`src/rtl/reset_seq_pkg.sv`:
```
// rtl/reset_seq_pkg.sv - shared state encoding and defaults for the reset sequencer
package reset_seq_pkg;

  typedef enum logic [1:0] {
    HOLD    = 2'd0,
    RELEASE = 2'd1,
    RUN     = 2'd2
  } seq_state_e;

  localparam int DEF_NUM_STAGES  = 4;
  localparam int DEF_HOLD_CYCLES = 16;
  localparam int DEF_STAGE_DELAY = 8;
  localparam int CNT_W           = 4;

  // Counts only reach max-1, so clog2(max) bits never wrap; never narrower than 1 bit.
  function automatic int timer_width(input int hold_cycles, input int stage_delay);
    int m;
    m = (hold_cycles > stage_delay) ? hold_cycles : stage_delay;
    return (m <= 1) ? 1 : $clog2(m);
  endfunction

endpackage

```
`src/rtl/seq_timer.sv`:
```
// rtl/seq_timer.sv - clearable up-counter with terminal-count compare
module seq_timer
  import reset_seq_pkg::*;
#(
  parameter int WIDTH = 4
) (
  input  logic             clk,
  input  logic             sync_reset_n_i,
  input  logic             clr_i,
  input  logic             en_i,
  input  logic [WIDTH-1:0] tc_val_i,
  output logic             tc_o
);

  logic [WIDTH-1:0] count_q;

  always_ff @(posedge clk) begin
    if (!sync_reset_n_i || clr_i) begin
      count_q <= '0;
    end else if (en_i) begin
      count_q <= count_q + WIDTH'(1);
    end
  end

  assign tc_o = (count_q == tc_val_i);

endmodule

```
`src/rtl/reset_sequencer.sv`:
```
// rtl/reset_sequencer.sv - staged release of per-domain resets after hold, with soft re-run
module reset_sequencer
  import reset_seq_pkg::*;
#(
  parameter int NUM_STAGES  = DEF_NUM_STAGES,
  parameter int HOLD_CYCLES = DEF_HOLD_CYCLES,
  parameter int STAGE_DELAY = DEF_STAGE_DELAY
) (
  input  logic                  clk,
  input  logic                  sync_reset_n,
  input  logic                  soft_reset_req,
  output logic [NUM_STAGES-1:0] async_reset,
  output logic                  soft_reset_ack,
  output logic                  busy,
  output logic                  done,
  output logic [CNT_W-1:0]      released_cnt
);

  localparam int               TW       = timer_width(HOLD_CYCLES, STAGE_DELAY);
  localparam logic [TW-1:0]    HOLD_TC  = TW'(HOLD_CYCLES - 1);
  localparam logic [TW-1:0]    STAGE_TC = TW'(STAGE_DELAY - 1);
  localparam logic [CNT_W-1:0] LAST_IDX = CNT_W'(NUM_STAGES - 1);

  seq_state_e            state_q;
  logic [NUM_STAGES-1:0] rst_q, rst_d;
  logic [CNT_W-1:0]      cnt_q, cnt_d;
  logic                  busy_q, done_q, ack_q;
  logic                  tc, tmr_clr, tmr_en;
  logic [TW-1:0]         tc_val;

  always_comb begin
    // Domains release bottom-up, so a left shift clears exactly the next bit.
    rst_d   = rst_q << 1;
    cnt_d   = cnt_q + CNT_W'(1);
    tc_val  = (state_q == HOLD) ? HOLD_TC : STAGE_TC;
    tmr_en  = (state_q != RUN);
    tmr_clr = soft_reset_req || (state_q == RUN) || tc;
  end

  seq_timer #(.WIDTH(TW)) u_timer (
    .clk            (clk),
    .sync_reset_n_i (sync_reset_n),
    .clr_i          (tmr_clr),
    .en_i           (tmr_en),
    .tc_val_i       (tc_val),
    .tc_o           (tc)
  );

  always_ff @(posedge clk) begin
    if (!sync_reset_n || soft_reset_req) begin
      state_q <= HOLD;
      rst_q   <= '1;
      cnt_q   <= '0;
      busy_q  <= 1'b1;
      done_q  <= 1'b0;
      ack_q   <= sync_reset_n;
    end else begin
      ack_q <= 1'b0;
      case (state_q)
        HOLD: begin
          if (tc) begin
            rst_q <= rst_d;
            cnt_q <= cnt_d;
            if (NUM_STAGES == 1) begin
              state_q <= RUN;
              busy_q  <= 1'b0;
              done_q  <= 1'b1;
            end else begin
              state_q <= RELEASE;
            end
          end
        end
        RELEASE: begin
          if (tc) begin
            rst_q <= rst_d;
            cnt_q <= cnt_d;
            if (cnt_q == LAST_IDX) begin
              state_q <= RUN;
              busy_q  <= 1'b0;
              done_q  <= 1'b1;
            end
          end
        end
        RUN: begin
        end
        default: begin
          state_q <= HOLD;
          rst_q   <= '1;
          cnt_q   <= '0;
          busy_q  <= 1'b1;
          done_q  <= 1'b0;
        end
      endcase
    end
  end

  assign async_reset    = rst_q;
  assign released_cnt   = cnt_q;
  assign busy           = busy_q;
  assign done           = done_q;
  assign soft_reset_ack = ack_q;

endmodule

```
`config.mk`:
```
export PLATFORM = sky130hd
export DESIGN_NAME = reset_sequencer
export DESIGN_NICKNAME = d
export VERILOG_FILES = /design/src/rtl/reset_seq_pkg.sv /design/src/rtl/seq_timer.sv /design/src/rtl/reset_sequencer.sv
export SDC_FILE = /design/constraint.sdc
export NUM_CORES = 1
export LEC_CHECK = 0
export BUFFER_PORTS_ARGS = -buffer_cell sky130_fd_sc_hd__buf_2
export CORE_MARGIN = 8
export CORE_UTILIZATION = 50
export DETAILED_ROUTE_END_ITERATION = 10
export PLACE_DENSITY_LB_ADDON = 0.08
export SLEW_MARGIN = 20
export SYNTH_ARGS = -nofsm -noshare
export SYNTH_HDL_FRONTEND = slang
export SYNTH_SLANG_ARGS = --single-unit
```
`constraint.sdc`:
```
create_clock -name clk -period 2.2 [get_ports clk]
set_clock_uncertainty 0.2 [all_clocks]
set_input_delay 0.22 -clock clk [delete_from_list [all_inputs] [get_ports clk]]
set_output_delay 0.22 -clock clk [all_outputs]
set_load 0.05 [all_outputs]
```
**Word-level counts from Yosys, hierarchy flattened**

Index checks and enable logic that the tools add are counted.

- Register bits after elaboration: 17
- Input port bits: 3
- Output and inout bits: 11
- Word-level logic and storage cells: 46

- Add/sub/neg operators: 2
- Equality and inequality tests: 9
- Mux-type cells: 15
- Bitwise operators: 2
- Reductions and logical operators: 11

Operators with widths:

| kind | number |
|---|---|
| $pmux 4 s2 | 2 |
| $mux 4 | 3 |
| $add 4x1->4 const B | 2 |
| $ne 2x2->1 const B | 4 |
| $mux 2 | 3 |
| $pmux 2 s3 | 1 |
| $eq 4x2->1 const B | 1 |
| $eq 4x4->1 | 1 |
| $logic_or 1x1->1 | 4 |
| $mux 1 | 4 |
| $pmux 1 s2 | 2 |
| $reduce_and 4->1 | 1 |
| $reduce_or 2->1 | 2 |
| $reduce_and 3->1 | 1 |
| $eq 2x1->1 const B | 1 |
| $eq 2x2->1 const B | 1 |
| $logic_not 2->1 | 1 |
| $ne 2x1->1 const B | 1 |
| $not 1->1 | 2 |
| $reduce_and 2->1 | 1 |
| $logic_not 1->1 | 1 |

**Longest topological paths before layout**

- Word-level depth: 5
- Mapped depth: 5
- Mapped depth without buffers: 4

**By module**

A second synthesis with hierarchy kept.

- Cell total of the unflattened synthesis: 83
- Area, all modules: 774.5 um2

By module, submodules not included:

| module | instances | cells an instance | area each (um2) | seq. area each (um2) |
|---|---|---|---|---|
| reset_sequencer | 1 | 61 | 553.0 | 260.2 |
| seq_timer | 1 | 22 | 221.5 | 80.1 |

**Least setup slack after synthesis**

No wires, ideal clock.

- Path kind: reg2reg
- Start point: reg cnt_q[0] (netlist: released_cnt[0])
- End point: reg state_q[1]
- Library setup time: 0.070 ns
- Arrival: 1.637 ns
- Data required time: 1.930 ns
- Path slack: 0.293 ns
- Stages on the path, launching flop included: 5
- Buffers on the path: 0
- Period minus slack after synthesis: 1.907 ns
- Cells stage by stage: dfxtp_1 -> ha_1 -> nand4bb_1 -> or4_1 -> a21oi_1

- Word-level cells in the longest chain between the ends: 3

RTL lines:

| element | RTL line | RTL |
|---|---|---|
| start: declaration | reset_sequencer.sv:26 | `logic [CNT_W-1:0] cnt_q, cnt_d;` |
| start signal: assignment | reset_sequencer.sv:63 | `cnt_q <= cnt_d;` |
| start signal: assignment | reset_sequencer.sv:76 | `cnt_q <= cnt_d;` |
| $eq 4x2->1 | reset_sequencer.sv:77 | `if (cnt_q == LAST_IDX) begin` |
| $ne 2x2->1 (no source line) | -- |  |
| $reduce_and 4->1 (no source line) | -- |  |
| end signal: assignment | reset_sequencer.sv:69 | `state_q <= RELEASE;` |
| end signal: assignment | reset_sequencer.sv:78 | `state_q <= RUN;` |
| end signal: assignment | reset_sequencer.sv:87 | `state_q <= HOLD;` |
| end: declaration | reset_sequencer.sv:24 | `seq_state_e state_q;` |

No other way between the ends.
A chain may end at the register's enable or synchronous reset.

**Worst setup path in the final report**

- Start point: reg u_timer.count_q[0]
- End point: reg rst_q[1] (netlist: async_reset[1])

- Word-level cells in the longest chain between the ends: 3

RTL lines:

| element | RTL line | RTL |
|---|---|---|
| start: declaration | seq_timer.sv:15 | `logic [WIDTH-1:0] count_q;` |
| start signal: assignment | seq_timer.sv:21 | `count_q <= count_q + WIDTH'(1);` |
| $eq 4x4->1 | seq_timer.sv:25 | `assign tc_o = (count_q == tc_val_i);` |
| $ne 2x1->1 (no source line) | -- |  |
| $reduce_and 2->1 (no source line) | -- |  |
| end signal: assignment | reset_sequencer.sv:62 | `rst_q <= rst_d;` |
| end signal: assignment | reset_sequencer.sv:75 | `rst_q <= rst_d;` |
| end: declaration | reset_sequencer.sv:25 | `logic [NUM_STAGES-1:0] rst_q, rst_d;` |

No other way between the ends.

==> qor.csv <==
stage,metric,value,unit
placed_design,DP Area,861,µm²
final_layout,share of cells above drive strength 1,19.0,%
power,Switch Pwr,118,µW
critical_path,Reg2Reg Capture Point,async_reset[1],
timing,RSZ-0062 raised after global routing,no,
timing,min Tclk post-route,1790,ps
final_layout,area grow syn2layout,13.1,%
cts,clock sinks,17,
placed_design,IO Port Bufs,13,
power,LEAKAGE,0.379,nW
cts,clock root cell,clkbuf_4,
critical_path,CP Class,reg -> reg,
cts,post-CTS setup buffers,0,
drt,WL final,1700,µm
cts,PostCTS Resize Cnt,0,
floorplanning,Core Rows,14,
timing,Post-Route Setup TNS,0,ps
critical_path,Worst EP required,2200,ps
power,VDD IR max,0.312,mV
critical_path,WP buf/inv,0,
drt,Post-DRT Antenna Nets,0,
global_routing,first-pass GRT wire length,2840,µm
logic_synthesis,Synth Flop Type,dfxtp_1,
global_routing,GRT met2 Usage,17.1,%
job,max cap viols,0,
logic_synthesis,area share of the largest cell type after synthesis,42.4,%
logic_synthesis,Yosys reg bits,17,
critical_path,worst-path fanout max,8,
cts,cts hold-fix bufs,2,
critical_path,Worst EP arrival,1790,ps
final_layout,most frequent cells in the layout,"dfxtp_1, buf_2, nand2_1",
power,sw frac,23.3,%
logic_synthesis,"Seq/Total Area, Yosys",42.4,%
critical_path,worst reg2reg path startpoint,u_timer.count_q[0],
cts,CTS tree,done,
critical_path,CP endpoint kind,flop,
hold_path,Hold Crit Class,in -> reg,
power,combinational share of power,4.4,%
final_layout,"Design Area, Final",908,µm²
floorplanning,boundary pin count,14,
timing,max-slew violation count,0,
global_routing,GR Util All Layers,10.8,%
power,Flop pwr share,61.8,%
drt,initial drt markers,17,
global_routing,M1 GR Usage,13.2,%
cts,Worst-Skew Late Latency,290,ps
cts,Inserted Clock Buffers,3,
global_routing,largest net degree at the start of global routing,11,
floorplanning,initial core utilization,53.3,%
power,Int Power,387,µW
final_layout,antenna diode count,0,
logic_synthesis,post-synthesis async set-or-reset flop share,0,%
drt,DRC Markers,0,
critical_path,Max stage delay on crit path,360,ps
critical_path,Worst path slowest cell,dfxtp_1,
logic_synthesis,largest area contributor in the netlist,dfxtp_1,
timing,hold_ws,189,ps
timing,Rel. slew slack,77.2,%
drt,vias per cell,5.70,
power,clock share of power,33.8,%
placed_design,HPWL Detailed,1220,µm
global_routing,initial antenna violation count,0,
timing,fin crit share,81.4,%
final_layout,"most common cell after layout, fill and taps aside",dfxtp_1,
run_status,status,finished clean,
cts,CTS Buffer Depth,2,
critical_path,R2R depth,4,
drt,vias,661,
final_layout,nets@finish,106,
timing,Worst-Margin Slew,342,ps
hold_path,hold_sp,sync_reset_n,
critical_path,family with the most delay on the worst path,compound AO/OA/AOI/OAI gates,
placed_design,Final GP Congestion,0.707,
global_routing,global route hottest layer,met2,
cts,H-tree depth,1,
logic_synthesis,Post-Syn Area,803,µm²
floorplanning,Die W,56.1,µm
drt,Pre-Repair DR Iteration Count,4,
critical_path,crit-path cells,ha_1 -> nand3_1 -> o211a_1 -> a221o_1,
final_layout,final core utilization,60.3,%
logic_synthesis,post-synth cell types,38,
hold_path,Worst Hold Depth,3,
floorplanning,chip height,56.1,µm
floorplanning,Total Die Area,3140,µm²
logic_synthesis,Post-Syn Instances,86,
global_routing,vias in the first global route,647,
global_routing,gr ovfl total,0,
logic_synthesis,Area contributors post-synth,"dfxtp_1, nand2_1, a221o_1",
logic_synthesis,syn_nets,91,
critical_path,Worst R2R Setup Slack,410,ps
logic_synthesis,Synth Warn #,0,
cts,Worst-path clk slew,110,ps
timing,Final setup viols,0,
drt,drt wl/cell,14.7,µm
logic_synthesis,Syn Area/Cell,9.34,µm²
power,P per Cell Area,555,nW/µm²
critical_path,Startpoint Class,flop,
logic_synthesis,"EDFF count, synth",0,
floorplanning,core area,1510,µm²
timing,FMAX,558,MHz
timing,Final Hold Fails,0,
hold_path,Hold EP,state_q[1],
global_routing,met3 capacity usage during global routing,3.20,%
## Yosys cell counts (2+ instances only)
master / count
mux2i_1: 2
a21o_1: 2
xor2_1: 2
nand3_1: 3
buf_2: 4
and2_1: 2
and3b_1: 2
o21ai_0: 2
nor2_1: 3
nor2b_1: 3
a221o_1: 3
nand4bb_1: 2
nand2_1: 10
inv_1: 2
o2111ai_1: 2
dfxtp_1: 17
ha_1: 2
a21oi_1: 3
## worst max path at each step
stage | startpoint | end | slack (ps) | cells past startpoint
after floorplan | released_cnt[0] | state_q[1] | 290 | 4
after global placement | u_timer.count_q[0] | async_reset[3] | 450 | 4
after detailed placement | u_timer.count_q[0] | async_reset[2] | 410 | 4
after CTS | u_timer.count_q[0] | async_reset[1] | 400 | 4
after global routing | u_timer.count_q[0] | async_reset[3] | 310 | 4
final | u_timer.count_q[0] | async_reset[1] | 410 | 4
## layout make-up
type | instances | area [µm²]
well taps | 16 | 20.0
multi-input cells | 61 | 420
clock inverters | 1 | 5.00
fillers | 148 | 598
repair buffers | 16 | 92.6
clock buffers | 3 | 22.5
inverters | 2 | 7.51
flip-flops and latches | 17 | 340
## power by group through the flow
stage                     Combinational (mW)  Sequential [mW]  Clock, mW
after floorplan                      0.00900            0.322          0
after global placement                0.0189            0.319          0
after detailed placement              0.0191            0.319          0
after CTS                             0.0217            0.312      0.175
after global routing                  0.0249            0.312      0.186
final                                 0.0221            0.312      0.171
## worst register-to-register path, stage by stage, from the launching register on
cell	delay [ps]
dfxtp_1	360
ha_1	300
nand3_1	200
o211a_1	300
a221o_1	350
## flip-flops by register name (all words and copies together) (netlist names)
register / count
async_reset: 4
released_cnt: 4
u_timer.count_q: 4
state_q: 2
busy: 1
done: 1
soft_reset_ack: 1
## cell families after synthesis
| group | after synthesis | share of synthesized area, % |
|---|---|---|
| buffers and inverters | 8 | 5.30 |
| xor gates and xnor gates | 2 | 2.18 |
| AOI/OAI and AO/OA | 22 | 20.7 |
| and+or+nand+nor | 33 | 23.8 |
| adders and majority gates | 2 | 3.11 |
| DFF | 17 | 42.4 |
| muxes | 2 | 2.49 |
## layer usage
layer / share of wire, % / vias up
li1: - / 345
met1: 49 / 297
met2: 44 / 15
met3: 5.4 / 4
met4: 1.1 / 0
met5: 0 / -
## per-stage QoR
stage / total power [mW] / std cells / setup slack [ps]
2_1_floorplan: 0.331 / 86 / 293
3_3_place_gp: 0.338 / 110 / 447
3_5_place_dp: 0.338 / 110 / 405
5_1_grt: 0.523 / 116 / 314
6_report: 0.504 / 116 / 409
4_1_cts: 0.508 / 116 / 399
Power figures use the tool's default switching activity.
